==> config.mk <==
export PLATFORM = sky130hd
export DESIGN_NAME = instr_fetch_unit_flat
export DESIGN_NICKNAME = d
export VERILOG_FILES = /design/src/rtl/instr_fetch_unit_if.sv /design/src/rtl/instr_fetch_unit.sv /design/src/flat_wrapper.sv
export SDC_FILE = /design/constraint.sdc
export NUM_CORES = 1
export LEC_CHECK = 0
export ABC_AREA = 1
export BUFFER_PORTS_ARGS = -buffer_cell sky130_fd_sc_hd__buf_2
export CAP_MARGIN = 20
export CORE_ASPECT_RATIO = 1.5
export CORE_UTILIZATION = 35
export CTS_CLUSTER_SIZE = 14
export DETAILED_ROUTE_END_ITERATION = 8
export SLEW_MARGIN = 30
export SYNTH_ARGS = -nofsm -noshare
export SYNTH_HDL_FRONTEND = slang
export SYNTH_SLANG_ARGS = --single-unit
==> constraint.sdc <==
create_clock -name clk -period 6.2 [get_ports clk]
set_clock_uncertainty 0.15 [all_clocks]
set_input_delay 0.31 -clock clk [delete_from_list [all_inputs] [get_ports clk]]
set_output_delay 0.31 -clock clk [all_outputs]
set_load 0.01 [all_outputs]
==> src/rtl/instr_fetch_unit_if.sv <==
// Instruction fetch bus bundle: imem read port, redirect request,
// IR valid/ready handshake and the halt status flag.
// The master side is the fetch unit; the slave side is imem plus decode.
interface instr_fetch_unit_if #(
  parameter int ADDR_W = 16
);
  logic              imem_rd_en;
  logic [ADDR_W-1:0] imem_addr;
  logic [31:0]       imem_rdata;
  logic              redirect_valid;
  logic [ADDR_W-1:0] redirect_pc;
  logic              ir_valid;
  logic              ir_ready;
  logic [31:0]       ir_data;
  logic [ADDR_W-1:0] ir_pc;
  logic              halted;

  modport master (
    output imem_rd_en, imem_addr, ir_valid, ir_data, ir_pc, halted,
    input  imem_rdata, redirect_valid, redirect_pc, ir_ready
  );

  modport slave (
    input  imem_rd_en, imem_addr, ir_valid, ir_data, ir_pc, halted,
    output imem_rdata, redirect_valid, redirect_pc, ir_ready
  );
endinterface

==> src/rtl/instr_fetch_unit.sv <==
// Instruction fetch unit: issues word reads to a synchronous imem (1-cycle
// read latency), buffers responses in a small FIFO and hands them to decode
// in program order over a valid/ready handshake. Redirects flush everything.
// Optional halt support is enabled by defining FETCH_HALT_EN: a fetched word
// whose opcode field equals HALT_OPCODE stops further fetching until redirect.
module instr_fetch_unit #(
  parameter int                ADDR_W     = 16,
  parameter int                FIFO_DEPTH = 4,
  parameter logic [ADDR_W-1:0] RESET_PC   = '0
`ifdef FETCH_HALT_EN
  ,
  parameter logic [4:0]        HALT_OPCODE = 5'h1F
`endif
) (
  input logic               clk,
  input logic               sys_rst,
  instr_fetch_unit_if.master bus
);

  localparam int PTR_W = $clog2(FIFO_DEPTH);
  localparam int CNT_W = PTR_W + 1;

`ifdef FETCH_HALT_EN
  typedef enum logic [0:0] {RUN = 1'b0, HALTED = 1'b1} state_t;
`else
  typedef enum logic [0:0] {RUN = 1'b0} state_t;
`endif

  state_t            state;
  logic [ADDR_W-1:0] pc;
  logic              inflight;
  logic [ADDR_W-1:0] inflight_pc;
  logic [31:0]       fifo_data [FIFO_DEPTH];
  logic [ADDR_W-1:0] fifo_pc   [FIFO_DEPTH];
  logic [PTR_W-1:0]  wr_ptr;
  logic [PTR_W-1:0]  rd_ptr;
  logic [CNT_W-1:0]  count;
  logic              has_room;
  logic              halt_hit;
  logic              issue;
  logic              do_pop;
  logic              head_valid;

  // Room is reserved for the in-flight response so the FIFO can never overflow.
  assign has_room   = (count + CNT_W'(inflight)) < CNT_W'(FIFO_DEPTH);
  assign head_valid = (count != '0);
  assign do_pop     = head_valid && bus.ir_ready;

`ifdef FETCH_HALT_EN
  // A halt word arriving this cycle blocks the fetch that would overlap it,
  // so pc stops at halt+1.
  assign halt_hit = inflight && (bus.imem_rdata[31:27] == HALT_OPCODE);
`else
  assign halt_hit = 1'b0;
`endif

  assign issue = !sys_rst && !bus.redirect_valid && (state == RUN) &&
                 has_room && !halt_hit;

  assign bus.imem_rd_en = issue;
  assign bus.imem_addr  = pc;
  assign bus.ir_valid   = head_valid;
  assign bus.ir_data    = head_valid ? fifo_data[rd_ptr] : 32'h0;
  assign bus.ir_pc      = head_valid ? fifo_pc[rd_ptr] : '0;

`ifdef FETCH_HALT_EN
  logic halted_q;
  assign bus.halted = halted_q;
`else
  assign bus.halted = 1'b0;
`endif

  // Fetch FSM, PC advance, in-flight tracking and FIFO bookkeeping.
  always_ff @(posedge clk) begin
    if (sys_rst) begin
      state       <= RUN;
      pc          <= RESET_PC;
      inflight    <= 1'b0;
      inflight_pc <= '0;
      wr_ptr      <= '0;
      rd_ptr      <= '0;
      count       <= '0;
`ifdef FETCH_HALT_EN
      halted_q    <= 1'b0;
`endif
    end else if (bus.redirect_valid) begin
      // Flush buffer and drop any response in flight; a same-cycle pop is lost.
      state    <= RUN;
      pc       <= bus.redirect_pc;
      inflight <= 1'b0;
      wr_ptr   <= '0;
      rd_ptr   <= '0;
      count    <= '0;
`ifdef FETCH_HALT_EN
      halted_q <= 1'b0;
`endif
    end else begin
      if (inflight) begin
        fifo_data[wr_ptr] <= bus.imem_rdata;
        fifo_pc[wr_ptr]   <= inflight_pc;
        wr_ptr            <= wr_ptr + PTR_W'(1);
      end
      if (do_pop) begin
        rd_ptr <= rd_ptr + PTR_W'(1);
      end
      count    <= count + CNT_W'(inflight) - CNT_W'(do_pop);
      inflight <= issue;
      if (issue) begin
        inflight_pc <= pc;
        pc          <= pc + ADDR_W'(1);
      end
`ifdef FETCH_HALT_EN
      if (halt_hit) begin
        state    <= HALTED;
        halted_q <= 1'b1;
      end
`endif
    end
  end

endmodule

==> src/flat_wrapper.sv <==
// flat-port wrapper written by rule: the top's interface ports become plain ports
module instr_fetch_unit_flat 
#(
  parameter int                ADDR_W     = 16,
  parameter int                FIFO_DEPTH = 4,
  parameter logic [ADDR_W-1:0] RESET_PC   = '0

)
  (clk, sys_rst, bus_imem_rd_en, bus_imem_addr, bus_ir_valid, bus_ir_data, bus_ir_pc, bus_halted, bus_imem_rdata, bus_redirect_valid, bus_redirect_pc, bus_ir_ready);
  instr_fetch_unit_if #(.ADDR_W(ADDR_W)) bus_i ();
  input logic clk;
  input logic sys_rst;
  output wire logic [$bits(bus_i.imem_rd_en)-1:0] bus_imem_rd_en;
  output wire logic [$bits(bus_i.imem_addr)-1:0] bus_imem_addr;
  output wire logic [$bits(bus_i.ir_valid)-1:0] bus_ir_valid;
  output wire logic [$bits(bus_i.ir_data)-1:0] bus_ir_data;
  output wire logic [$bits(bus_i.ir_pc)-1:0] bus_ir_pc;
  output wire logic [$bits(bus_i.halted)-1:0] bus_halted;
  input wire logic [$bits(bus_i.imem_rdata)-1:0] bus_imem_rdata;
  input wire logic [$bits(bus_i.redirect_valid)-1:0] bus_redirect_valid;
  input wire logic [$bits(bus_i.redirect_pc)-1:0] bus_redirect_pc;
  input wire logic [$bits(bus_i.ir_ready)-1:0] bus_ir_ready;
  assign bus_imem_rd_en = bus_i.imem_rd_en;
  assign bus_imem_addr = bus_i.imem_addr;
  assign bus_ir_valid = bus_i.ir_valid;
  assign bus_ir_data = bus_i.ir_data;
  assign bus_ir_pc = bus_i.ir_pc;
  assign bus_halted = bus_i.halted;
  assign bus_i.imem_rdata = bus_imem_rdata;
  assign bus_i.redirect_valid = bus_redirect_valid;
  assign bus_i.redirect_pc = bus_redirect_pc;
  assign bus_i.ir_ready = bus_ir_ready;
  instr_fetch_unit #(.ADDR_W(ADDR_W), .FIFO_DEPTH(FIFO_DEPTH), .RESET_PC(RESET_PC)) u_core (.clk(clk), .sys_rst(sys_rst), .bus(bus_i));
endmodule
==> After elaboration in Yosys (flattened, before gate mapping) <==
Memory sizes are Yosys's and may differ from the RTL's. A register that Yosys moved wholly into a read port is not among the register bits.
Cells that the tools add are included.
{ "word_totals": {"reg_bits": 40, "latch_bits": 0, "ramBits": 192, "rom_bits": 0, "in_bits": 52, "out_inout_bits": 67, "wordCells": 36, "n_memories": 2} }
{ "mem_list": {"columns": ["memory", "words", "word_bits", "read_ports", "rd_ports_with_merged_regs", "wr", "line", "rtl"], "rows": [
  ["u_core.fifo_data", 4, 32, 1, 1, 1, "instr_fetch_unit.sv:33", "logic [31:0] fifo_data [FIFO_DEPTH];"],
  ["u_core.fifo_pc", 4, 16, 1, 1, 1, "instr_fetch_unit.sv:34", "logic [ADDR_W-1:0] fifo_pc [FIFO_DEPTH];"]
]} }
{ "classes": {"n_addsub": 5, "mul": 0, "div_mod_pow": 0, "order_cmp": 1, "eq_ne": 0, "shifts": 0, "muxes": 12, "bitwise": 1, "reduce_logical": 9} }
{ "op_table": {"columns": ["op", "count"], "rows": [
  ["2-to-1 mux 16 bit", 3],
  ["2-to-1 mux 32 bit", 1],
  ["adder 16 x 1 -> 16 bit, second input constant", 1],
  ["2-to-1 mux 2 bit", 4],
  ["adder 2 x 1 -> 2 bit, second input constant", 2],
  ["2-to-1 mux 1 bit", 4],
  ["adder 3 x 1 -> 3 bit", 1],
  ["logical AND 1 bit", 3],
  ["less-than comparator 3 bit, second input constant", 1],
  ["nonzero test 3 bit", 1],
  ["subtractor 3 x 1 -> 3 bit", 1],
  ["logical NOT 1 bit", 2],
  ["AND reduction 2 bit", 1],
  ["nonzero test 2 bit", 1],
  ["OR reduction 2 bit", 1],
  ["inverter 1 bit", 1]
]} }

==> Depth between registers and ports, before layout <==
{ "depth": {"word_depth": 5, "depth_mapped": 11, "mapped_depth_nobuf": 11} }

==> Least setup slack after synthesis <==
Ideal clock, no wire load.
{ "synth_path": {"path_kind": "input to register", "startpoint": "in bus_redirect_valid", "endpoint": "mem u_core.fifo_data[0][0] (enable)", "setup_time_ns": 0.454, "arrival_ns": 2.733, "t_required_ns": 5.596, "slack_ns": 2.863, "path_stages": 4, "path_buffers": 1, "cell_sequence": "buf_6 nor2_4 nand2_1 nor2_1"} }
{ "synth_between": {"elab_chain_len": 3} }
{ "synth_lines": {"columns": ["element", "line", "rtl"], "rows": [
  ["from (decl)", "flat_wrapper.sv:20", "input wire logic [$bits(bus_i.redirect_valid)-1:0] bus_redirect_valid;"],
  ["2-to-1 mux 1 bit", "instr_fetch_unit.sv:86", "end else if (bus.redirect_valid) begin"],
  ["2-to-1 mux 1 bit", "instr_fetch_unit.sv:75", "if (sys_rst) begin"],
  ["2-to-1 mux 1 bit (not written as such)", "instr_fetch_unit.sv:99", "fifo_data[wr_ptr] <= bus.imem_rdata;"],
  ["to (decl)", "instr_fetch_unit.sv:33", null]
]} }
No other way between the ends.

==> flow_summary_export.csv <==
group,metric,value,unit
outcome,status,"finished clean",
die,initial_core_util,35.9,%
route,drtAntennaViolNets,0,
cts,ctsHtreeMaxLevel,1,
die,die_w,137,um
cts,numCtsBuffers,22,
final_layout,multi_input_area,2580,um^2
sta,hold_viol_final,0,
grt,grt_usage,15.5,%
synthesis,synth-main-ff-cell,"edfxtp_1",
power_and_ir_drop,clkPwrFrac,41.0,%
final_layout,nets,1087,
setup_path,slowest_delay,0.61,ns
power_and_ir_drop,peakVddDrop,161,uV
cts,clk_latency,0.50,ns
sta,relSlewSlack,53.2,%
setup_path,crit_required,5.74,ns
synthesis,synth_seq_area_share,68.8,%
synthesis,avgSynthCellArea,10.9,um^2
synthesis,synth.area.top_cells,"edfxtp_1 (60%), dfxtp_1 (8.8%), nor2_1 (8.6%)",
cts,clock_path_buffers,3,
route,routed_wl,21800,um
cts,cts-resized-gates,0,
final_layout,final_util,43.4,%
setup_path,worstPathCellList,"inv_2 > buf_4 > o21ai_0 > a21oi_1 > buf_2",
job,maxCapViolations,0,
synthesis,syn_nets,944,
sta,period_share,50.8,%
grt,grt_pass1_vias,6438,
die,row_count,73,
route,drt_iter0_drc,382,
final_layout,post_route_cells_drive_above_1_share,18.2,%
power_and_ir_drop,seqPwrFrac,53.4,%
final_layout,nFillCells,2486,
setup_path,end_kind,"primary output",
sta,fin_tns_setup,0,ns
sta,slew_viol_final,0,
placement,io_buffers,117,
final_layout,diodes,0,
sta,rsz0062_at_grt,"no",
sta,tightest_slew,0.701,ns
synthesis,netlist_area,9600,um^2
die,die-height,205,um
die,design.die.area,28100,um^2
placement,post-dp-hpwl,13000,um
final_layout,area_delta_synth_final,20.9,%
synthesis,synthTopCellsByCount,"nor2_1 (221), edfxtp_1 (192), o21ai_0 (103)",
cts,clock-sinks,234,
synthesis,netlist_instances,883,
synthesis,synth_async_sr_flop_share,0,%
cts,cts_tree,"done",
power_and_ir_drop,swShare,20.6,%
grt,grt_antenna_before_repair,0,
power_and_ir_drop,power_density,281,nW/um^2
sta,hold_ws,0.0102,ns
power_and_ir_drop,p_comb_share,5.7,%
cts,clkTransAtPathRegs,0.06,ns
sta,post-route-min-period,3.15,ns
route,dr.pass1.iters,5,
sta,setup_viol,0,
grt,grt_max_degree,67,
route,drc,0,
cts,cts_hold_buf,41,
sta,max_clock_freq,0.317,GHz
setup_path,critPathBufInv,3,
setup_path,crit_type,"reg -> out",
die,io_pins,119,
route,wl_per_cell,15.8,um
setup_path,cp_max_fo,66,
cts,cts_setup_buffers,0,
cts,ctsRootBufferMaster,"clkbuf_16",
route,vias,6702,
die,coreArea,26800,um^2
synthesis,synth_edf_count,192,
setup_path,cp_slowest_cell,"buf_4",
setup_path,critPathLaunchType,"flop",
synthesis,synthMostInstantiatedCell,"nor2_1",
setup_path,cp.arrival,2.69,ns
setup_path,crit_family,"buffers and inverters",
grt,use_met3,2.30,%
placement,place.gp.congestion,0.840,
synthesis,synth_warnings,0,
grt,grt-busiest-layer,"met2",
final_layout,regArea,6610,um^2
synthesis,ys_types,33,
grt,grt_first_pass_wirelength,33500,um
synthesis,synth_area_leader_cell,"edfxtp_1",
power_and_ir_drop,p_leak,4.44,nW
grt,met2_usage,28.2,%
power_and_ir_drop,power.switching,0.000671,W
synthesis,synth-seq-cells,234,
power_and_ir_drop,p_int,0.00259,W
grt,grtUsageMet1,18.1,%
worst_hold_path,hp-class,"in -> reg",
grt,grt_overflow_total,0,
route,viasPerCell,4.86,
synthesis,synth_top_area_share,60.1,%
## cell families (layout without fill, tap and decap cells)
family                     Yosys count  in the layout  synth area share [%]
DFF                                234            234                  68.8
adders and majority gates            9              9                  1.17
xor gates and xnor gates             2              2                 0.182
other                                1              1                0.0391
buffers and inverters               98            256                  4.65
AOI/OAI and AO/OA                  181            181                  9.92
and+or+nand+nor                    358            358                  15.2
## through the flow
step	area (um^2)	setup slack, ns	cells	total power (W)
after floorplan	9600	2.86	883	0.00186
after global placement	10400	3.18	1297	0.00194
after detailed placement	10500	3.43	1298	0.00194
after CTS	11600	3.01	1378	0.00329
after global routing	11600	2.85	1378	0.00338
final	11600	3.05	1378	0.00326
## path summary, 6_finish.rpt
path	start	end	slack, ns	cells after the start
max	flop	bus_ir_pc[15]	3.05	5
min	bus_redirect_pc[9]	u_core.bus.imem_addr[9]	0.01	5
max reg2reg	u_core.inflight	u_core.bus.imem_addr[13]	3.79	11
min reg2reg	u_core.rd_ptr[0]	flop	0.32	1
## worst min-delay path, cell delays in order
cell and delay, ns:
buf_2 0.10, nand2_1 0.05, nand2_1 0.05, inv_1 0.04, a21oi_1 0.05
## registers in the layout, summed over array words and instances (netlist names), named ones only
register,count
u_core.inflight,1
u_core.fifo_pc,64
u_core.wr_ptr,2
u_core.fifo_data,128
u_core.bus.imem_addr,16
u_core.rd_ptr,2
u_core.count,3
u_core.inflight_pc,16
## cell type report
type	count	share of cell area (%)
tap	337	3.63
clock buffer	32	5.51
inverter	51	1.68
clock inverter	7	0.711
multi-input combinational	551	22.3
timing repair buffer	166	9.27
sequential	234	56.9
## power by group through the flow
stage | sequential (W) | clock, W | combinational, W
after floorplan | 0.00177 | 0 | 0.0000961
after global placement | 0.00177 | 0 | 0.000163
after detailed placement | 0.00177 | 0 | 0.000168
after CTS | 0.00174 | 0.00137 | 0.000189
after global routing | 0.00174 | 0.00143 | 0.000207
final | 0.00174 | 0.00133 | 0.000185
## placed cells by master (no fill, tap or decap), types with 9 or more instances in the layout
master / Yosys / routed
nor2_1: 221 / 217
edfxtp_1: 192 / 192
buf_2: 16 / 117
o21ai_0: 103 / 103
nand2_1: 83 / 83
a21oi_1: 60 / 60
inv_1: 47 / 46
dlygate4sd3_1: 0 / 41
dfxtp_1: 42 / 40
nand3_1: 37 / 37
clkbuf_16: 0 / 23
ha_1: 9 / 9
## layer usage
| metal | wire length, um | up-vias |
|---|---|---|
| met4 | 511 | 0 |
| li1 | - | 3312 |
| met3 | 976 | 35 |
| met2 | 11400 | 153 |
| met1 | 8880 | 3202 |
| met5 | 0 | - |
(Power assumes the default switching activity.)
